[src/rtl/vdp_sprite_pkg.sv]
// Shared layout for the sprite hit scanner: hit-entry field offsets,
// height-select encoding, terminator bit and scan FSM states.
package vdp_sprite_pkg;

  localparam int HIT_TERM_BIT   = 15;
  localparam int HIT_WSEL_BIT   = 14;
  localparam int HIT_OFFSET_LSB = 8;
  localparam int HIT_ID_LSB     = 0;
  localparam int OFFSET_W       = 5;
  localparam int ID_W           = 8;

  typedef enum logic [1:0] {
    HSEL_8      = 2'd0,
    HSEL_16     = 2'd1,
    HSEL_32     = 2'd2,
    HSEL_32_ALT = 2'd3
  } hsel_e;

  typedef enum logic [1:0] {
    ST_IDLE  = 2'd0,
    ST_SCAN  = 2'd1,
    ST_DRAIN = 2'd2,
    ST_TERM  = 2'd3
  } scan_state_e;

  function automatic logic [5:0] height_of(input hsel_e hsel);
    case (hsel)
      HSEL_8:  height_of = 6'd8;
      HSEL_16: height_of = 6'd16;
      default: height_of = 6'd32;
    endcase
  endfunction

  function automatic logic [15:0] hit_entry(input logic term, input logic wsel,
                                            input logic [OFFSET_W-1:0] offset,
                                            input logic [ID_W-1:0] id);
    logic [15:0] e;
    e = 16'd0;
    e[HIT_TERM_BIT] = term;
    e[HIT_WSEL_BIT] = wsel;
    e[HIT_OFFSET_LSB +: OFFSET_W] = offset;
    e[HIT_ID_LSB +: ID_W] = id;
    return e;
  endfunction

endpackage

[src/rtl/vdp_sprite_y_test.sv]
// Combinational vertical intersection test for one sprite y-block word:
// wrapped row delta, height compare and (optionally flipped) line offset.
module vdp_sprite_y_test
  import vdp_sprite_pkg::*;
#(
  parameter int Y_WIDTH = 9
) (
  input  logic [Y_WIDTH-1:0]  i_raster_y,
  input  logic [15:0]         i_sprite_y_data,
  output logic                o_hit,
  output logic                o_width_sel,
  output logic [OFFSET_W-1:0] o_line_offset
);

  localparam int CW = (Y_WIDTH > 6) ? Y_WIDTH : 6;

  logic [Y_WIDTH-1:0] w_sprite_y;
  logic [Y_WIDTH-1:0] w_delta;
  logic [CW-1:0]      w_delta_ext;
  logic [CW-1:0]      w_height_ext;
  logic [5:0]         w_height;
  logic               w_flip_y;
  logic               w_unused_bits;

  assign w_sprite_y    = i_sprite_y_data[Y_WIDTH-1:0];
  assign o_width_sel   = i_sprite_y_data[Y_WIDTH];
  assign w_flip_y      = i_sprite_y_data[Y_WIDTH+1];
  assign w_height      = height_of(hsel_e'(i_sprite_y_data[Y_WIDTH+3:Y_WIDTH+2]));
  assign w_unused_bits = ^(i_sprite_y_data >> (Y_WIDTH + 4));

  // Subtraction wraps modulo 2^Y_WIDTH, so sprites straddling the top edge still hit.
  assign w_delta      = i_raster_y - w_sprite_y;
  assign w_delta_ext  = CW'(w_delta);
  assign w_height_ext = CW'(w_height);
  assign o_hit        = (w_delta_ext < w_height_ext);

  // Row within the sprite, mirrored when flip_y is set.
  always_comb begin
    if (w_flip_y) begin
      o_line_offset = w_height[4:0] - 5'd1 - w_delta_ext[4:0];
    end else begin
      o_line_offset = w_delta_ext[4:0];
    end
  end

endmodule

[src/rtl/vdp_sprite_hit_scanner.sv]
// Per-line sprite scanner: reads every y-block entry, writes intersecting sprites to
// the hit list, then a terminator. VDP_SPRITE_OVERFLOW_COUNT_EN adds dropped_count
// and forces a full scan; otherwise the scan stops as soon as the list is full.
module vdp_sprite_hit_scanner
  import vdp_sprite_pkg::*;
#(
  parameter int SPRITE_COUNT = 256,
  parameter int MAX_PER_LINE = 32,
  parameter int Y_WIDTH      = 9
) (
  input  logic                            i_clk,
  input  logic                            i_reset,
  input  logic                            i_start,
  input  logic [Y_WIDTH-1:0]              i_raster_y,
  output logic [$clog2(SPRITE_COUNT)-1:0] o_sprite_read_address,
  input  logic [15:0]                     i_sprite_y_data,
  output logic                            o_hit_write_en,
  output logic [7:0]                      o_hit_write_address,
  output logic [15:0]                     o_hit_write_data,
  output logic                            o_busy,
  output logic                            o_done,
  output logic [7:0]                      o_hit_count,
`ifdef VDP_SPRITE_OVERFLOW_COUNT_EN
  output logic [9:0]                      o_dropped_count,
`endif
  output logic                            o_overflow
);

  localparam int AW = $clog2(SPRITE_COUNT);

  scan_state_e        r_state;
  logic               r_drain_cnt;
  logic [Y_WIDTH-1:0] r_raster_y;
  logic [AW-1:0]      r_rd_addr;
  logic [AW-1:0]      r_rd_idx;
  logic               r_rd_valid;
  logic               r_we;
  logic [7:0]         r_wa;
  logic [15:0]        r_wd;
  logic               r_busy;
  logic               r_done;
  logic [7:0]         r_hit_count;
  logic               r_overflow;
`ifdef VDP_SPRITE_OVERFLOW_COUNT_EN
  logic [9:0]         r_dropped;
`endif

  logic               w_hit;
  logic               w_wsel;
  logic [OFFSET_W-1:0] w_offset;
  logic               w_full;
  logic               w_last_addr;
  logic               w_accept;
  logic               w_reject;
  logic               w_end_scan;

  vdp_sprite_y_test #(.Y_WIDTH(Y_WIDTH)) u_y_test (
    .i_raster_y      (r_raster_y),
    .i_sprite_y_data (i_sprite_y_data),
    .o_hit           (w_hit),
    .o_width_sel     (w_wsel),
    .o_line_offset   (w_offset)
  );

  assign w_full      = (r_hit_count == 8'(MAX_PER_LINE));
  assign w_last_addr = (r_rd_addr == AW'(SPRITE_COUNT - 1));
  assign w_accept    = r_rd_valid && w_hit && !w_full;
  assign w_reject    = r_rd_valid && w_hit && w_full;
`ifdef VDP_SPRITE_OVERFLOW_COUNT_EN
  assign w_end_scan  = w_last_addr;
`else
  assign w_end_scan  = w_last_addr ||
                       (w_accept && (r_hit_count == 8'(MAX_PER_LINE - 1)));
`endif

  // Scan FSM, read pipeline and hit-list write port; start restarts from any state.
  always_ff @(posedge i_clk) begin
    if (i_reset) begin
      r_state     <= ST_IDLE;
      r_drain_cnt <= 1'b0;
      r_raster_y  <= '0;
      r_rd_addr   <= '0;
      r_rd_idx    <= '0;
      r_rd_valid  <= 1'b0;
      r_we        <= 1'b0;
      r_wa        <= 8'd0;
      r_wd        <= 16'd0;
      r_busy      <= 1'b0;
      r_done      <= 1'b0;
      r_hit_count <= 8'd0;
      r_overflow  <= 1'b0;
`ifdef VDP_SPRITE_OVERFLOW_COUNT_EN
      r_dropped   <= 10'd0;
`endif
    end else if (i_start) begin
      r_state     <= ST_SCAN;
      r_drain_cnt <= 1'b0;
      r_raster_y  <= i_raster_y;
      r_rd_addr   <= '0;
      r_rd_idx    <= '0;
      r_rd_valid  <= 1'b0;
      r_we        <= 1'b0;
      r_busy      <= 1'b1;
      r_done      <= 1'b0;
      r_hit_count <= 8'd0;
      r_overflow  <= 1'b0;
`ifdef VDP_SPRITE_OVERFLOW_COUNT_EN
      r_dropped   <= 10'd0;
`endif
    end else begin
      r_done     <= 1'b0;
      r_we       <= 1'b0;
      r_rd_valid <= (r_state == ST_SCAN);
      r_rd_idx   <= r_rd_addr;

      // The pipeline is always empty by the second drain cycle, so the terminator never collides with a hit.
      if ((r_state == ST_DRAIN) && r_drain_cnt) begin
        r_we <= 1'b1;
        r_wa <= r_hit_count;
        r_wd <= hit_entry(1'b1, 1'b0, 5'd0, 8'd0);
      end else if (w_accept) begin
        r_we        <= 1'b1;
        r_wa        <= r_hit_count;
        r_wd        <= hit_entry(1'b0, w_wsel, w_offset, 8'(r_rd_idx));
        r_hit_count <= r_hit_count + 8'd1;
      end else if (w_reject) begin
        r_overflow <= 1'b1;
`ifdef VDP_SPRITE_OVERFLOW_COUNT_EN
        if (r_dropped != 10'd1023) begin
          r_dropped <= r_dropped + 10'd1;
        end
`endif
      end

      case (r_state)
        ST_IDLE: begin
          r_busy <= 1'b0;
        end
        ST_SCAN: begin
          if (!w_last_addr) begin
            r_rd_addr <= r_rd_addr + AW'(1);
          end
          if (w_end_scan) begin
            r_state     <= ST_DRAIN;
            r_drain_cnt <= 1'b0;
          end
        end
        ST_DRAIN: begin
          if (r_drain_cnt) begin
            r_state <= ST_TERM;
          end else begin
            r_drain_cnt <= 1'b1;
          end
        end
        ST_TERM: begin
          r_state <= ST_IDLE;
          r_busy  <= 1'b0;
          r_done  <= 1'b1;
        end
        default: begin
          r_state <= ST_IDLE;
        end
      endcase
    end
  end

  assign o_sprite_read_address = r_rd_addr;
  assign o_hit_write_en        = r_we;
  assign o_hit_write_address   = r_wa;
  assign o_hit_write_data      = r_wd;
  assign o_busy                = r_busy;
  assign o_done                = r_done;
  assign o_hit_count           = r_hit_count;
  assign o_overflow            = r_overflow;
`ifdef VDP_SPRITE_OVERFLOW_COUNT_EN
  assign o_dropped_count       = r_dropped;
`endif

endmodule
[config.mk]
export PLATFORM = sky130hd
export DESIGN_NAME = vdp_sprite_hit_scanner
export DESIGN_NICKNAME = d
export VERILOG_FILES = /design/src/rtl/vdp_sprite_pkg.sv /design/src/rtl/vdp_sprite_y_test.sv /design/src/rtl/vdp_sprite_hit_scanner.sv
export SDC_FILE = /design/constraint.sdc
export NUM_CORES = 1
export LEC_CHECK = 0
export BUFFER_PORTS_ARGS = -buffer_cell sky130_fd_sc_hd__buf_2
export CORE_MARGIN = 10
export CORE_UTILIZATION = 54
export CTS_CLUSTER_SIZE = 14
export DETAILED_ROUTE_END_ITERATION = 12
export PLACE_DENSITY = 0.8
export SYNTH_ARGS = -nofsm -noshare
export SYNTH_HDL_FRONTEND = slang
export SYNTH_SLANG_ARGS = --single-unit
[constraint.sdc]
create_clock -name i_clk -period 4.88 [get_ports i_clk]
set_input_delay 0.732 -clock i_clk [delete_from_list [all_inputs] [get_ports i_clk]]
set_output_delay 0.732 -clock i_clk [all_outputs]
set_load 0.01 [all_outputs]
Word-level counts from Yosys, hierarchy flattened
Cells that the tools add are included.
W data, S select, Z words.

storage, ports and cells
  flip-flop bits (word level) = 65
  output and inout bits = 44
  logic and storage cells = 75

operators by class
  multiplexer cells = 17
  add/subtract/negate cells = 5
  equal/unequal tests = 11
  reductions and logical operators = 23
  magnitude comparators = 1
  bitwise gates (word level) = 4

operators with widths
  operator               count
  $mux W16               2
  $add A8 B1 Y8 const B  2
  $mux W8                2
  $pmux W6 S2            1
  $lt A9 B6 Y1           1
  $reduce_and A3 Y1      3
  $sub A9 B9 Y9          1
  $eq A8 B5 Y1 const B   1
  $eq A8 B6 Y1 const B   1
  $eq A8 B8 Y1 const B   1
  $reduce_and A2 Y1      4
  $mux W1                7
  $ne A3 B3 Y1 const B   2
  $pmux W2 S3            1
  $reduce_bool A2 Y1     3
  $logic_and A1 B1 Y1    5
  $mux W5                1
  $sub A5 B1 Y5 const B  1
  $sub A5 B5 Y5          1
  $eq A2 B1 Y1 const B   2
  $eq A2 B2 Y1 const B   2
  $logic_not A2 Y1       2
  $mux W2                2
  $ne A2 B2 Y1 const B   2
  7 further kinds        11

Longest topological paths before layout
  depth after elaboration = 10
  mapped depth = 17
  mapped depth without buffers = 15

Modules after synthesis
A second synthesis with hierarchy kept.

unflattened totals
  cell total of the unflattened synthesis = 334
  area, all modules = 3,153.0 µm²

by module, submodules not included
  module                  cells each  sequential area each (µm²)  times used  area an instance (µm²)
  vdp_sprite_hit_scanner  263         1,281.2                     1           2,627.5
  vdp_sprite_y_test       71          0.0                         1           525.5

Worst setup path after synthesis
Ideal clock, no wire load.

  path type = input -> register
  from = input port i_sprite_y_data[0]
  to = register r_wd[1], in the netlist o_hit_write_data[1]
  cell stages on the path = 16
  required time = 4.763 ns
  slack = 1.110 ns
  arrival time = 3.653 ns
  buffers on the path = 2
  cells stage by stage = ha_1 > fa_1 > nand2b_1 > nand2b_1 > a21oi_1 > xnor2_1 > ha_1 > nand2_1 > nor2_1 > a2111oi_1 > o221ai_2 > o32ai_2 > buf_6 > nor2_4 > buf_6 > a22o_1

between the ends
  longest elaborated chain between the ends = 6

RTL lines
  what                                 line                           text
  from (decl)                          vdp_sprite_hit_scanner.sv:16   input logic [15:0] i_sprite_y_data,
  $sub A9 B9 Y9                        vdp_sprite_y_test.sv:32        assign w_delta = i_raster_y - w_sprite_y;
  $lt A9 B6 Y1                         vdp_sprite_y_test.sv:35        assign o_hit = (w_delta_ext < w_height_ext);
  $logic_and A1 B1 Y1 (2 in series)    vdp_sprite_hit_scanner.sv:67   assign w_accept = r_rd_valid && w_hit && !w_full;
  $reduce_bool A2 Y1 (no source line)  -
  $reduce_and A2 Y1 (no source line)   -
  to (signal assigned)                 vdp_sprite_hit_scanner.sv:120  r_wd <= hit_entry(1'b1, 1'b0, 5'd0, 8'd0);
  to (signal assigned)                 vdp_sprite_hit_scanner.sv:124  r_wd <= hit_entry(1'b0, w_wsel, w_offset, 8'(r_rd_idx));
  to (decl)                            vdp_sprite_hit_scanner.sv:39   logic [15:0] r_wd;

No other way between the ends.
A chain may end at the register's enable or synchronous reset.

Worst setup path in the final report
  from = input port i_sprite_y_data[1]
  to = register r_wa[1], in the netlist o_hit_write_address[1]

between the ends
  longest elaborated chain between the ends = 6

RTL lines
  what                                 line                           text
  $sub A9 B9 Y9                        vdp_sprite_y_test.sv:32
  $lt A9 B6 Y1                         vdp_sprite_y_test.sv:35
  $logic_and A1 B1 Y1 (2 in series)    vdp_sprite_hit_scanner.sv:67
  $reduce_bool A2 Y1 (no source line)  -
  $reduce_and A2 Y1 (no source line)   -
  to (signal assigned)                 vdp_sprite_hit_scanner.sv:119  r_wa <= r_hit_count;
  to (signal assigned)                 vdp_sprite_hit_scanner.sv:123  r_wa <= r_hit_count;
  to (decl)                            vdp_sprite_hit_scanner.sv:38   logic [7:0] r_wa;

No other way between the ends.

==> metrics.txt <==
Setup Buffers After CTS 0; DR vias/cell 5.29; synth warn 0; initial antenna violation count 0; Most Frequent Cell on Critical Path nor2_1; clock root buffer clkbuf_8; Crit path largest cell delay between 0.4 and 0.5 ns; Area Overhead vs Synth 17.6%; reg2reg end o_hit_write_address[1]; clk buf depth 2; register area share after synthesis between 40% and 50%; Overall Global Routing Usage 15.8%; RR Startpoint r_raster_y[0]; layout cells sized above 1 24.7%; Iter 0 DRT Violations 92; DP HPWL 5200 µm; gp weighted congestion 0.819; CP startpoint i_sprite_y_data[1]; cell taking the most area after synthesis dfxtp_1; Fillers 487; Tmin final 3.97 ns; Worst Setup Start Kind input port; area of the multi-input gates around 1700 µm²; total grt overflow 0; Static Leakage between 0.0015 and 0.002 µW; DRC violations left 0; flop and latch count out of synthesis 64; number of distinct library cells after synthesis 52; H-tree levels 3; CP bufs+invs 3; ANT nets after route 0; Mapped Cells 333; critical path endpoint o_hit_write_address[1]; via count 2525; main area contributors after synthesis dfxtp_1, ha_1, mux2i_1; Slowest-stage cell, CP o32ai_2; critical-path cell list buf_2 > inv_1 > ha_1 > nor2b_1 > o31a_1 > o21a_1 > nor2_1 > xnor2_1 > ha_1 > nand2_1 > nor2_1 > a2111oi_1 > o221ai_2 > o32ai_2 > buf_4 > mux2i_1 > nor2_1; Syn Std Cell Area 3100 µm²; Slew @ Worst Pin 0.632 ns; Post-synth EDFFs 0; n_diodes 0; final setup skew ~0.011 ns; VDD IR max approximately 0.18 mV; status completed; number of placed I/O pins 72; syn_nets 382; first-pass GRT wire length 11600 µm; top cells by count, synth dfxtp_1, nor2_1, inv_1; Max-cap violations 0; Die Ht 95.8 µm; RSZ-0062 raised after global routing no; Top Family by Delay on Critical Path compound AO/OA/AOI/OAI gates; Syn Area/Cell 9.32 µm²; Row Count 27; Sink Count between 60 and 70; R2R setup slack approximately 1.1 ns; Worst Hold Class flip-flop to flip-flop; routed len/inst 14.9 µm; Final Setup Violations 0; Data required, critical path 5.09 ns; sum of negative setup slack 0 ns; fin. max-slew vios 0; final hold viol count 0; Hold Buf Count CTS 0; Clock Pin Slew Worst Setup and Hold Paths 0.07 ns; PwrDens 297 nW/µm²; die area slightly above 9000 µm²; crit share post-route 81.4%; share of the synthesized area in the top cell type 41.3%; Layout Utilization about 66%; Final #Nets 449; worst reg-to-reg path cell count 16; CTS tree done; Synth async-reset ratio 0%; top_reg_cell synth dfxtp_1; Chip Width ~96 µm; largest net degree at the start of global routing 30; Initial Utilization ~56%; crit path DAT 4.18 ns; post-CTS sizing 0; TritonRoute pass-1 iters 4; fmax ~250 MHz; Max-slew headroom 57.7%; endpoint class of the critical path flip-flop; WP depth 17; most common cell in the netlist dfxtp_1; port bufs 67; CTS buffer count 9; CP Class input port to flip-flop; Post-Route WL 7110 µm; crit-path max FO 8; vias in the first global route ~2500; worst-skew pair later-pin latency 0.34 ns; CORE AREA 5540 µm²; FF/Latch Area approximately 1300 µm²
[state kept, by name, indices dropped and copies added, names as in the netlist]
signal and count:
r_rd_idx 8, o_done 1, o_sprite_read_address 8, r_drain_cnt 1, o_hit_count 8, o_hit_write_data 15, o_hit_write_en 1, r_raster_y 9
o_hit_write_address 8, o_overflow 1, o_busy 1, r_state 2, r_rd_valid 1
[metrics by stage]
step | hold slack, ns | total power (µW) | instance area, µm² | setup WS [ns] | std cells
6_report | 0.443 | 1080 | 3650 | 0.905 | 477
5_1_grt | 0.460 | 1130 | 3650 | 0.632 | 477
2_1_floorplan | 0.420 | 650 | 3100 | 1.11 | 333
3_5_place_dp | 0.427 | 681 | 3470 | 0.632 | 461
3_3_place_gp | 0.423 | 676 | 3470 | 0.619 | 461
4_1_cts | 0.445 | 1090 | 3650 | 0.904 | 477
[metal layers]
layer  global-route usage, %  vias up  wire [µm]
met3                    5.06       12        458
met5                       0        -          0
met1                    18.7     1175       3150
met4                    7.86        0        109
met2                    25.2       55       3390
li1                        -     1283          -
[cells in the final DEF (no fill, tap or decap), drive strengths merged, types with 5 or more instances in the layout]
cell / count
mux2i: 18
nand3: 6
and3: 5
nor3: 6
xor2: 6
ha: 20
nand4: 6
nand2: 15
a21o: 5
and2: 10
inv: 22
nor2: 46
xnor2: 10
buf: 70
dfxtp: 64
nand2b: 9
or2: 5
a21oi: 14
a22o: 11
clkbuf: 10
o21ai: 6
[cell type report]
type	count	share of cell area (%)
flip-flops and latches	64	35.1
clock inverters	6	1.20
well taps	72	2.47
inverters	21	2.16
multi-input cells	234	45.5
repair buffers	70	9.81
clock buffers	10	3.77
[worst min path at each step]
| stage | startpoint | to | cells after the start |
|---|---|---|---|
| 2_1_floorplan | r_rd_idx[1] | o_hit_write_data[1] | 1 |
| 3_3_place_gp | r_rd_idx[5] | o_hit_write_data[5] | 1 |
| 3_5_place_dp | r_rd_idx[2] | o_hit_write_data[2] | 1 |
| 4_1_cts | r_rd_idx[2] | o_hit_write_data[2] | 1 |
| 5_1_grt | r_rd_idx[0] | o_hit_write_data[0] | 1 |
| 6_report | r_rd_idx[1] | o_hit_write_data[1] | 1 |
[power by group]
| part | leakage, µW | internal, µW | switching [µW] |
|---|---|---|---|
| clock | 0.0000926 | 199 | 211 |
| combinational | 0.00106 | 56.8 | 78.1 |
| sequential | 0.000518 | 530 | 6.46 |
[cell families after synthesis]
kind of cell,Yosys count,synth area share (%)
adders and majority gates,21,8.71
buffers and inverters,35,5.24
DFF,64,41.3
and+or+nand+nor,116,19.2
other,1,0.121
xor gates and xnor gates,16,4.52
muxes,18,5.81
AOI/OAI and AO/OA,62,15.1
Power figures use the tool's default switching activity.
